## src/rtl/mem_arbiter.sv

```systemverilog
// Shares one 128-bit line-wide memory port between the I-cache and D-cache.
// One transaction at a time; a D write-back stays atomic with its allocate read.
module mem_arbiter #(
    parameter int ADDR_W = 28,
    parameter int DATA_W = 128
) (
    input  logic              clk,
    input  logic              rst_n,

    input  logic              i_mem_read,
    input  logic              i_mem_write,
    input  logic [ADDR_W-1:0] i_mem_addr,
    input  logic [DATA_W-1:0] i_mem_wdata,
    output logic              i_mem_ready,
    output logic [DATA_W-1:0] i_mem_rdata,

    input  logic              d_mem_read,
    input  logic              d_mem_write,
    input  logic [ADDR_W-1:0] d_mem_addr,
    input  logic [DATA_W-1:0] d_mem_wdata,
    output logic              d_mem_ready,
    output logic [DATA_W-1:0] d_mem_rdata,

    output logic              mem_read,
    output logic              mem_write,
    output logic [ADDR_W-1:0] mem_addr,
    output logic [DATA_W-1:0] mem_wdata,
    input  logic [DATA_W-1:0] mem_rdata,
    input  logic              mem_ready
);

    localparam logic [0:0] IDLE = 1'b0;
    localparam logic [0:0] BUSY = 1'b1;

    logic [0:0]        state;
    logic              last;      // 1: D was granted last, 0: I was granted last
    logic              lock;      // set for the IDLE cycle right after a D write-back
    logic              grant_d;

    logic              i_act;
    logic              d_act;
    logic              pick_d;
    logic              sel_read;
    logic              sel_write;
    logic [ADDR_W-1:0] sel_addr;
    logic [DATA_W-1:0] sel_wdata;

    // Winner selection; read+write together is treated as a write.
    always_comb begin
        i_act     = i_mem_read | i_mem_write;
        d_act     = d_mem_read | d_mem_write;
        pick_d    = d_act & (~i_act | lock | ~last);
        sel_write = pick_d ? d_mem_write : i_mem_write;
        sel_read  = (pick_d ? d_mem_read : i_mem_read) & ~sel_write;
        sel_addr  = pick_d ? d_mem_addr  : i_mem_addr;
        sel_wdata = pick_d ? d_mem_wdata : i_mem_wdata;
    end

    always_ff @(posedge clk or negedge rst_n) begin
        if (!rst_n) begin
            state     <= IDLE;
            last      <= 1'b0;
            lock      <= 1'b0;
            grant_d   <= 1'b0;
            mem_read  <= 1'b0;
            mem_write <= 1'b0;
            mem_addr  <= '0;
            mem_wdata <= '0;
        end else if (state == IDLE) begin
            lock <= 1'b0;
            if (i_act | d_act) begin
                state     <= BUSY;
                mem_read  <= sel_read;
                mem_write <= sel_write;
                mem_addr  <= sel_addr;
                mem_wdata <= sel_wdata;
                grant_d   <= pick_d;
                last      <= pick_d;
            end
        end else begin
            // Bus held stable until completion; the turnaround cycle follows.
            if (mem_ready) begin
                state     <= IDLE;
                mem_read  <= 1'b0;
                mem_write <= 1'b0;
                mem_addr  <= '0;
                lock      <= grant_d & mem_write;
            end
        end
    end

    assign i_mem_ready = mem_ready & (state == BUSY) & ~grant_d;
    assign d_mem_ready = mem_ready & (state == BUSY) &  grant_d;
    assign i_mem_rdata = mem_rdata;
    assign d_mem_rdata = mem_rdata;

endmodule
```

## config.mk

```make
export PLATFORM = sky130hd
export DESIGN_NAME = mem_arbiter
export DESIGN_NICKNAME = d
export VERILOG_FILES = /design/src/rtl/mem_arbiter.sv
export SDC_FILE = /design/constraint.sdc
export NUM_CORES = 1
export LEC_CHECK = 0
export BUFFER_PORTS_ARGS = -buffer_cell sky130_fd_sc_hd__buf_2
export CORE_AREA = 4 4 338 340
export CTS_BUF_LIST = sky130_fd_sc_hd__clkbuf_8 sky130_fd_sc_hd__clkbuf_16
export DETAILED_ROUTE_END_ITERATION = 7
export DIE_AREA = 0 0 342 344
export PLACE_DENSITY_LB_ADDON = 0.08
export SETUP_SLACK_MARGIN = 0.2
export SKIP_CTS_REPAIR_TIMING = 1
export SYNTH_ARGS = -nofsm -noshare
export SYNTH_HDL_FRONTEND = slang
export SYNTH_SLANG_ARGS = --single-unit
```

## constraint.sdc

```tcl
create_clock -name clk -period 4.2 [get_ports clk]
set_input_delay 1.05 -clock clk [delete_from_list [all_inputs] [get_ports clk]]
set_output_delay 1.05 -clock clk [all_outputs]
set_load 0.05 [all_outputs]
```

# Yosys cells after proc, flatten, opt, wreduce, memory -nomap -nowiden
# Cells that the tools add are included.
# W data, S select, Z words.
# classes
eq_ne	1
n_mux	17
n_bitwise	15
n_reduce_logical	3
# ops
operator	count
$mux W128	1
$mux W28	4
$mux W1	12
$and A1 B1 Y1	6
$or A1 B1 Y1	5
$not A1 Y1	4
$reduce_and A2 Y1	2
$ne A2 B2 Y1 const B	1
$reduce_bool A2 Y1	1
# word_totals
regBits	161
in_bits	447
out_inout_bits	416
word_cells	43

# Depth between registers and ports, before layout
# logic_depth
word_depth	10
ltp_mapped	7

# Least setup slack after synthesis
# Ideal clock, no wire load.
# synth_path
path_type	in2out
start	input mem_ready
end	output i_mem_ready
t_arrival_ns	1.756
t_required_ns	3.150
path_slack_ns	1.394
cell_stages	2
n_path_buf	0
path_cell_list	nand2_1 -> nor2_1
# synth_via
elab_chain_cells	2
# synth_rtl
element	line	source
start: declaration	29	input logic mem_ready
$and A1 B1 Y1 (2 in a row)	92	assign i_mem_ready = mem_ready & (state == BUSY) & ~grant_d;
end: declaration	14	output logic i_mem_ready,
# Every way passes these cells.

# Worst setup path after layout
# Same ends and word-level chain as after synthesis.

==> flow_summary.json <==
{
  "outcome": "finished clean",
  "max_clock_freq_ghz": 0.371,
  "synth_top_area_share_pct": 40.5,
  "die_h_microns": 344,
  "layout-drive-gt1-share_pct": 53.6,
  "place_congestion": 0.709,
  "fin_nets": 1755,
  "maxCapViolations": 0,
  "max-clock-path-buffers": 2,
  "synth-edff-count": 0,
  "power_leakage_nw": 5.42,
  "cts_root_buffer": "clkbuf_16",
  "grt_first_pass_wirelength_microns": 66300,
  "cts_made_buffers": 17,
  "hp-start": "mem_addr[11]",
  "hold_class": "reg -> reg",
  "syn_nets": 1553,
  "worst_setup_path_start_kind": "input port",
  "synth_largest_area_cell": "dfrtp_1",
  "rsz0062_at_grt": "no",
  "period_share_pct": 64.1,
  "core_sq_um": 112000,
  "hold_ws_ns": 0.479,
  "drt_first_iter_violations": 163,
  "skew_ns": 0.0151,
  "setup_tns_ns": 0,
  "grt_pass1_vias": 9082,
  "synth_ff_type": "dfrtp_1",
  "fp-row-count": 123,
  "multiInputGateArea_sq_um": 3600,
  "ys_warn_count": 0,
  "synth_cells": 1106,
  "syn_area_per_cell_sq_um": 9.01,
  "ys_ff_latch": 161,
  "start_util_pct": 8.93,
  "antenna_found_initial": 7,
  "r2r_setup_slack_ns": 2.00,
  "finalWirelength_microns": 47500,
  "numPortBuffers": 478,
  "peakVddDrop_mv": 0.325,
  "vias": 8190,
  "register_area_sq_um": 4030,
  "cp.arrival_ns": 1.64,
  "clkSinkCount": 161,
  "dpl.cell_count": 2789,
  "dieWidth_microns": 342,
  "rr_startpoint": "state",
  "tritoncts": "yes",
  "grt_max_degree": 69,
  "clkLatencyLatePin_ns": 0.50,
  "power_density_nw_per_um2": 901,
  "first_pass_iters": 4,
  "required_ns": 3.15,
  "tightest_slew_ns": 0.932,
  "stdcell_count": 2824,
  "dieArea_sq_um": 118000,
  "worstPathMaxFanout": 5,
  "setup_viol": 0,
  "post_drt_wl_per_cell_microns": 16.8,
  "yosysSeqAreaShare_pct": 40.5,
  "hpwl_microns": 34900,
  "slew_viol_final": 0,
  "detail-route-antenna-nets": 0,
  "final-hold-violation-count": 0,
  "h-tree-depth": 4,
  "grt-ovfl-total": 0,
  "crit_type": "in -> out",
  "yosys-top-cells-area": "dfrtp_1 40%, buf_4 21%, a21oi_2 15%, nand2_1 6.0%, nor2_1 4.9%",
  "drcViolationCount": 0,
  "track_usage_pct": 7.89,
  "async_reset_ff_share_pct": 100,
  "slew_headroom_pct": 37.8,
  "area_growth_pct": 28.6,
  "placed_area_sq_um": 12200,
  "finalCriticalPeriod_ns": 2.69,
  "synth_area_sq_um": 9960,
  "synth_cell_types": 25,
  "startpoint": "mem_ready",
  "fill_cells": 13000,
  "via_per_inst": 2.90,
  "clkTransAtPathRegs_ns": 0.07,
  "endpoint_kind": "primary output",
  "stdcell_area_sq_um": 12800,
  "p_total_mw": 11.5,
  "ios": 863
}
registers in the layout, summed over array words and instances (netlist names):
signal,count
mem_wdata,128
mem_addr,28
grant_d,1
lock,1
mem_read,1
mem_write,1
state,1
layout by cell type (no fill, tap or decap), drive strengths merged:
master    count
buf         504
a21oi       256
dfrtp       161
nand2       159
nor2        131
o21ai        32
mux2i        28
clkbuf       20
inv           5
clkinvlp      4
diode         3
nand2b        3
or2           3
a21boi        3
clkinv        3
nand3         2
and3          1
nor4          1
nor2b         1
o31ai         1
nand3b        1
a22o          1
bufinv        1
power breakdown:
| part | internal, mW | switching (mW) |
|---|---|---|
| Combinational | 1.73 | 5.36 |
| Clock | 0.848 | 0.846 |
| Sequential | 2.33 | 0.431 |
stage by stage:
step / util (%) / worst slack (ns)
after CTS: 11.5 / 1.44
after global routing: 11.5 / 1.40
after detailed placement: 11.0 / 1.25
after global placement: 11.0 / 1.26
final: 11.5 / 1.51
after floorplan: - / 1.39
final cells by class:
class	count	share of cell area, %
Sequential cell	161	31.5
Multi-Input combinational cell	623	28.1
Timing Repair Buffer	505	21.3
Tap cell	1500	14.7
Clock buffer	19	3.54
Clock inverter	13	0.879
Antenna cell	3	0.0586
final timing paths:
path	to	cells past startpoint
worst max-delay path	i_mem_ready	4
worst min-delay path	mem_addr[11]	2
worst max register to register	mem_wdata[45]	4
worst min register to register	mem_addr[11]	2
max in group asynchronous	mem_wdata[60]	2
min in group asynchronous	mem_wdata[80]	1
critical path: stages:
cell     delay [ns]
buf_2          0.12
nand2_1        0.08
nor2_1         0.11
buf_2          0.28
routing by layer:
metal | share of wire, % | GRT usage, % | vias to the layer above
met1 | 40 | 8.69 | 3939
met3 | 8.6 | 3.47 | 91
met2 | 49 | 13.2 | 400
met4 | 2.9 | 3.42 | 2
met5 | 0.027 | 0 | -
li1 | - | - | 3758
cells by family (layout without fill, tap and decap cells):
family	count (synthesis)	after routing	synth area share (%)
AND/OR/NAND/NOR	302	302	11.7
flip-flops	161	161	40.5
buffers and inverters	322	537	23.7
AO/OA/AOI/OAI	293	293	21.3
multiplexers	28	28	2.81
other	0	3	0
synth_stat cells (all sizes together) (2+ instances only):
| cell type | number |
|---|---|
| a21boi | 3 |
| a21oi | 256 |
| buf | 308 |
| clkbuf | 14 |
| dfrtp | 161 |
| mux2i | 28 |
| nand2 | 159 |
| nand2b | 3 |
| nand3 | 2 |
| nor2 | 131 |
| o21ai | 32 |
| or2 | 3 |
No activity file was read; power rests on OpenSTA's default activity.
